$ cat src/rtl/combo_lock_ng.sv
// Parametrised keypad combination lock: edge-detected BCD digit entry, length-checked
// submit, password reprogramming while unlocked, and a timed lockout after repeated misses.
module combo_lock_ng #(
   parameter int unsigned DIGITS         = 4,
   parameter int unsigned MAX_TRIES      = 3,
   parameter int unsigned LOCKOUT_CYCLES = 1024
) (
   input  logic                          clk,
   input  logic                          hard_rst,
   input  logic                          enter,
   input  logic                          rst,
   input  logic                          clr,
   input  logic [9:0]                    keypad,
   output logic                          unlock,
   output logic                          incorrect,
   output logic                          lockout,
   output logic [$clog2(DIGITS+1)-1:0]   digit_count,
   output logic [4*DIGITS-1:0]           try_monitor
);

   localparam int unsigned PW = 4 * DIGITS;
   localparam int unsigned CW = $clog2(DIGITS + 1);
   localparam int unsigned FW = $clog2(MAX_TRIES + 1);
   localparam int unsigned TW = $clog2(LOCKOUT_CYCLES);

   typedef enum logic [1:0] {
      ST_LOCKED   = 2'd0,
      ST_UNLOCKED = 2'd1,
      ST_PROG     = 2'd2,
      ST_LOCKOUT  = 2'd3
   } state_e;

   state_e          state_q, state_d;
   logic [PW-1:0]   pw_q, pw_d;
   logic [PW-1:0]   try_q, try_d;
   logic [CW-1:0]   cnt_q, cnt_d;
   logic [FW-1:0]   fail_q, fail_d;
   logic [TW-1:0]   timer_q, timer_d;
   logic            incorrect_d;

   logic [9:0]      keypad_q;
   logic            enter_q, rst_q;
   logic            enter_p_q, rst_p_q;

   logic [3:0]      key_digit_c;
   logic            key_press_c;
   logic            entry_full_c;
   logic [PW-1:0]   try_shift_c;
   logic [FW-1:0]   fail_inc_c;

   // A digit is accepted only on the first one-hot cycle after a non-one-hot cycle.
   always_comb begin
      key_digit_c = '0;
      for (int i = 0; i < 10; i++) begin
         if (keypad[i]) key_digit_c = 4'(i);
      end
   end

   assign key_press_c  = $onehot(keypad) && !$onehot(keypad_q);
   assign entry_full_c = (cnt_q == CW'(DIGITS));
   assign try_shift_c  = PW'({try_q, key_digit_c});
   assign fail_inc_c   = (fail_q == FW'(MAX_TRIES)) ? fail_q : fail_q + FW'(1);

   // Next-state and datapath decisions; priority within a state is clr > enter_p > key.
   always_comb begin
      state_d     = state_q;
      pw_d        = pw_q;
      try_d       = try_q;
      cnt_d       = cnt_q;
      fail_d      = fail_q;
      timer_d     = timer_q;
      incorrect_d = 1'b0;

      case (state_q)
         ST_LOCKED: begin
            if (clr) begin
               try_d = '0;
               cnt_d = '0;
            end else if (enter_p_q) begin
               try_d = '0;
               cnt_d = '0;
               if (entry_full_c && (try_q == pw_q)) begin
                  state_d = ST_UNLOCKED;
                  fail_d  = '0;
               end else begin
                  incorrect_d = 1'b1;
                  fail_d      = fail_inc_c;
                  if (fail_inc_c == FW'(MAX_TRIES)) begin
                     state_d = ST_LOCKOUT;
                     timer_d = TW'(LOCKOUT_CYCLES - 1);
                  end
               end
            end else if (key_press_c && !entry_full_c) begin
               try_d = try_shift_c;
               cnt_d = cnt_q + CW'(1);
            end
         end

         ST_UNLOCKED: begin
            if (enter_p_q) begin
               state_d = ST_LOCKED;
            end else if (rst_p_q) begin
               state_d = ST_PROG;
               try_d   = '0;
               cnt_d   = '0;
            end
         end

         ST_PROG: begin
            if (clr) begin
               try_d = '0;
               cnt_d = '0;
            end else if (enter_p_q) begin
               try_d = '0;
               cnt_d = '0;
               if (entry_full_c) begin
                  pw_d    = try_q;
                  state_d = ST_LOCKED;
               end else begin
                  incorrect_d = 1'b1;
               end
            end else if (key_press_c && !entry_full_c) begin
               try_d = try_shift_c;
               cnt_d = cnt_q + CW'(1);
            end
         end

         ST_LOCKOUT: begin
            // Timer runs LOCKOUT_CYCLES-1 down to 0, giving exactly LOCKOUT_CYCLES cycles here.
            if (timer_q == '0) begin
               state_d = ST_LOCKED;
               fail_d  = '0;
            end else begin
               timer_d = timer_q - TW'(1);
            end
         end

         default: begin
            state_d = ST_LOCKED;
         end
      endcase
   end

   // State, edge-detect history and registered outputs; history updates in every state.
   always_ff @(posedge clk) begin
      if (hard_rst) begin
         state_q   <= ST_LOCKED;
         pw_q      <= '0;
         try_q     <= '0;
         cnt_q     <= '0;
         fail_q    <= '0;
         timer_q   <= '0;
         keypad_q  <= '0;
         enter_q   <= 1'b0;
         rst_q     <= 1'b0;
         enter_p_q <= 1'b0;
         rst_p_q   <= 1'b0;
         unlock    <= 1'b0;
         incorrect <= 1'b0;
         lockout   <= 1'b0;
      end else begin
         state_q   <= state_d;
         pw_q      <= pw_d;
         try_q     <= try_d;
         cnt_q     <= cnt_d;
         fail_q    <= fail_d;
         timer_q   <= timer_d;
         keypad_q  <= keypad;
         enter_q   <= enter;
         rst_q     <= rst;
         enter_p_q <= enter & ~enter_q;
         rst_p_q   <= rst & ~rst_q;
         unlock    <= (state_d == ST_UNLOCKED) || (state_d == ST_PROG);
         incorrect <= incorrect_d;
         lockout   <= (state_d == ST_LOCKOUT);
      end
   end

   assign digit_count = cnt_q;
   assign try_monitor = try_q;

endmodule

$ cat config.mk
export PLATFORM = sky130hd
export DESIGN_NAME = combo_lock_ng
export DESIGN_NICKNAME = d
export VERILOG_FILES = /design/src/rtl/combo_lock_ng.sv
export SDC_FILE = /design/constraint.sdc
export NUM_CORES = 1
export LEC_CHECK = 0
export BUFFER_PORTS_ARGS = -buffer_cell sky130_fd_sc_hd__buf_2
export CORE_MARGIN = 1.5
export CORE_UTILIZATION = 35
export DETAILED_ROUTE_END_ITERATION = 8
export PLACE_DENSITY = 0.54
export SETUP_SLACK_MARGIN = 0.02
export SYNTH_ARGS = -nofsm -noshare
export SYNTH_HDL_FRONTEND = slang
export SYNTH_SLANG_ARGS = --single-unit
export TNS_END_PERCENT = 5
$ cat constraint.sdc
create_clock -name clk -period 4.2 [get_ports clk]
set_clock_uncertainty 0.1 [all_clocks]
set_input_delay 0.21 -clock clk [delete_from_list [all_inputs] [get_ports clk]]
set_output_delay 0.21 -clock clk [all_outputs]
set_load 0.05 [all_outputs]
==> metrics.cfg <==
[run_status]
status = complete, no violations

[synth]
synthTopCellsByArea = dfxtp_1 (40%), fa_1 (7.3%), mux2i_1 (4.9%)
synth_seq_area_share_pct = 40.3
synth_cell_types = 46
synth_edf_count = 0
synthDominantCellAreaShare_pct = 40.3
async_flop_share_pct = 0
synth_nets = 393
ys_warn_count = 0
syn_area_um2 = 3280
ys.flop_type = dfxtp_1
synth-seq-cells = 66
synth_cells = 358
yosys.area.top_type = dfxtp_1
syn_area_per_cell_um2 = 9.17

[power_and_ir_drop]
ir_drop_mv = 0.153
p_per_area_nw_per_um2 = 361
p_leak_nw = 1.59

[sta]
tns_ps = 0
period_share_pct = 93.1
worst_pin_slew_ps = 940
hold_ws_ps = 17.7
timing_hold_violations_final = 0
period_needed_ps = 3910
setup_viol = 0
maxSlewViolCount = 0
grt_setup_unrepaired = false
fmax_ghz = 0.256
relSlewSlack_pct = 37.2

[worst_setup_path]
start_kind = flip-flop
crit_required_ps = 4350
worstSetupEndpointType = flip-flop
critical_path_class = flip-flop to flip-flop
cp.arrival_ps = 4060
critPathMaxFanout = 18

[floorplan]
io_pins = 37
std_cell_rows = 35
die-height_um = 99.8
dieArea_um2 = 9970
die_w_um = 99.8
initial_core_util_pct = 35.9
core_area_um2 = 9150

[route]
vias = 2530
route.detailed.wl_per_inst_um = 13.8
ant_nets = 0
firstDrtPassIters = 4
drtIter0Drc = 107
routed_via_density = 4.96
drt-total-wl_mm = 7.05
drc_errors = 0

[cts]
path_clk_slew_ps = 70
clk_path_buf_depth = 2
cts_hold_buffers = 0
htreeDepth = 3
cts_tree = built
clk_latency_ps = 340
cts_buffers = 9
cts-root-buf = clkbuf_8
cts_sinks = 66

[grt]
grt_max_degree = 37
antenna_found_initial = 0
track_usage_pct = 15.2
grt_pass1_wl_mm = 11.9
overflow = 0
first_global_vias = 2404

[place]
dp.cells = 493
dpl.hpwl_mm = 4.83
port_buffers = 36
gp_congestion = 0.773
post_dp_cell_area_um2 = 3550

[layout]
most-common-layout-cells = dfxtp_1 (66), buf_2 (36), nor2_1 (31)
final_common_cell = dfxtp_1
nets = 430
final_util_pct = 40.9
drive_above_1_share_pct = 15.8
final_cells = 510
n_fill_cell = 912
synthToLayoutAreaGrowth_pct = 14.0
n_antenna_cell = 0
fin_area_um2 = 3740

[flow_run]
max_cap_viol_count = 0

[min_path]
hold_class = input pin to flip-flop

final timing paths:
path | slack (ps) | cells past startpoint | endpoint | startpoint
setup reg to reg | 290 | 14 | try_monitor[0] | keypad_q[3]
hold reg to reg | 280 | 1 | rst_p_q | rst_q
setup / recovery | 290 | 14 | try_monitor[0] | keypad_q[3]
hold / removal | 20 | 2 | rst_q | rst
logic make-up after synthesis:
group                    after synthesis  share of synthesized area (%)
flip-flops                            66                           40.3
buffers and inverters                 43                           5.91
multiplexers                          16                           4.88
XOR/XNOR                              17                           4.54
AO/OA/AOI/OAI                         61                           12.8
adder cells (fa/ha/maj)               20                           10.4
AND/OR/NAND/NOR                      135                           21.3
state kept, by name, summed over array words and instances, names as in the netlist:
| register | cells |
|---|---|
| pw_q | 16 |
| try_monitor | 16 |
| keypad_q | 10 |
| timer_q | 10 |
| digit_count | 3 |
| fail_q | 2 |
| state_q | 2 |
| enter_p_q | 1 |
| enter_q | 1 |
| incorrect | 1 |
| lockout | 1 |
| rst_p_q | 1 |
| rst_q | 1 |
| unlock | 1 |
cells in the mapped netlist (2+ instances only):
master and instances:
inv_1 28, a211oi_1 2, o31ai_1 3, buf_4 2
fa_1 12, and3_1 5, nor4_1 6, nor3_1 15
nand3_1 6, buf_2 2, clkbuf_1 8, xnor2_1 16
mux2i_1 16, nand4_1 3, dfxtp_1 66, o21ai_0 19
ha_1 8, nor2b_1 15, nor2_1 31, buf_6 3
nand3b_1 19, nand2_1 28, a21oi_1 19, nor3b_1 2
a31oi_1 3
power breakdown:
group / internal (mW) / switching (mW)
registers: 0.639 / 0.0131
logic: 0.108 / 0.155
clock network: 0.207 / 0.227
total: 0.954 / 0.395
layer usage:
| layer | wire [um] | vias to the layer above | GRT usage [%] |
|---|---|---|---|
| met4 | 112 | 0 | 6.18 |
| li1 | - | 1297 | - |
| met2 | 3300 | 29 | 24.5 |
| met3 | 184 | 11 | 3.41 |
| met5 | 0 | - | 0 |
| met1 | 3440 | 1193 | 19.7 |
timing repair:
item / in CTS / in global routing
buffers inserted: 0 / 1
gates resized for setup: 0 / 1
endpoints found under the hold margin: 0 / 0
setup endpoints to repair: 0 / 18
critical path, stage by stage (launching register included):
cell       delay, ps
dfxtp_1          320
fa_1             500
fa_1             520
inv_1             50
fa_1             430
inv_1             60
ha_1             170
inv_1             60
fa_2             340
a21o_2           220
a311oi_4         380
o41ai_4          110
buf_4            170
clkbuf_16        170
o31ai_1          230
per-stage QoR:
step	total power, mW	setup WS (ps)
after detailed placement	0.911	224
after floorplan	0.855	244
after global routing	1.43	34.3
final	1.35	291
after global placement	0.907	245
after CTS	1.35	199
final cells by class:
type / instances / area [um^2] / share of cell area (%)
multi-input combinational: 249 / 1780 / 47.5
sequential: 66 / 1320 / 35.3
timing repair buffer: 41 / 248 / 6.62
tap: 111 / 139 / 3.71
clock buffer: 11 / 131 / 3.51
inverter: 28 / 105 / 2.81
clock inverter: 4 / 20.0 / 0.535
Power figures use the tool's default switching activity.
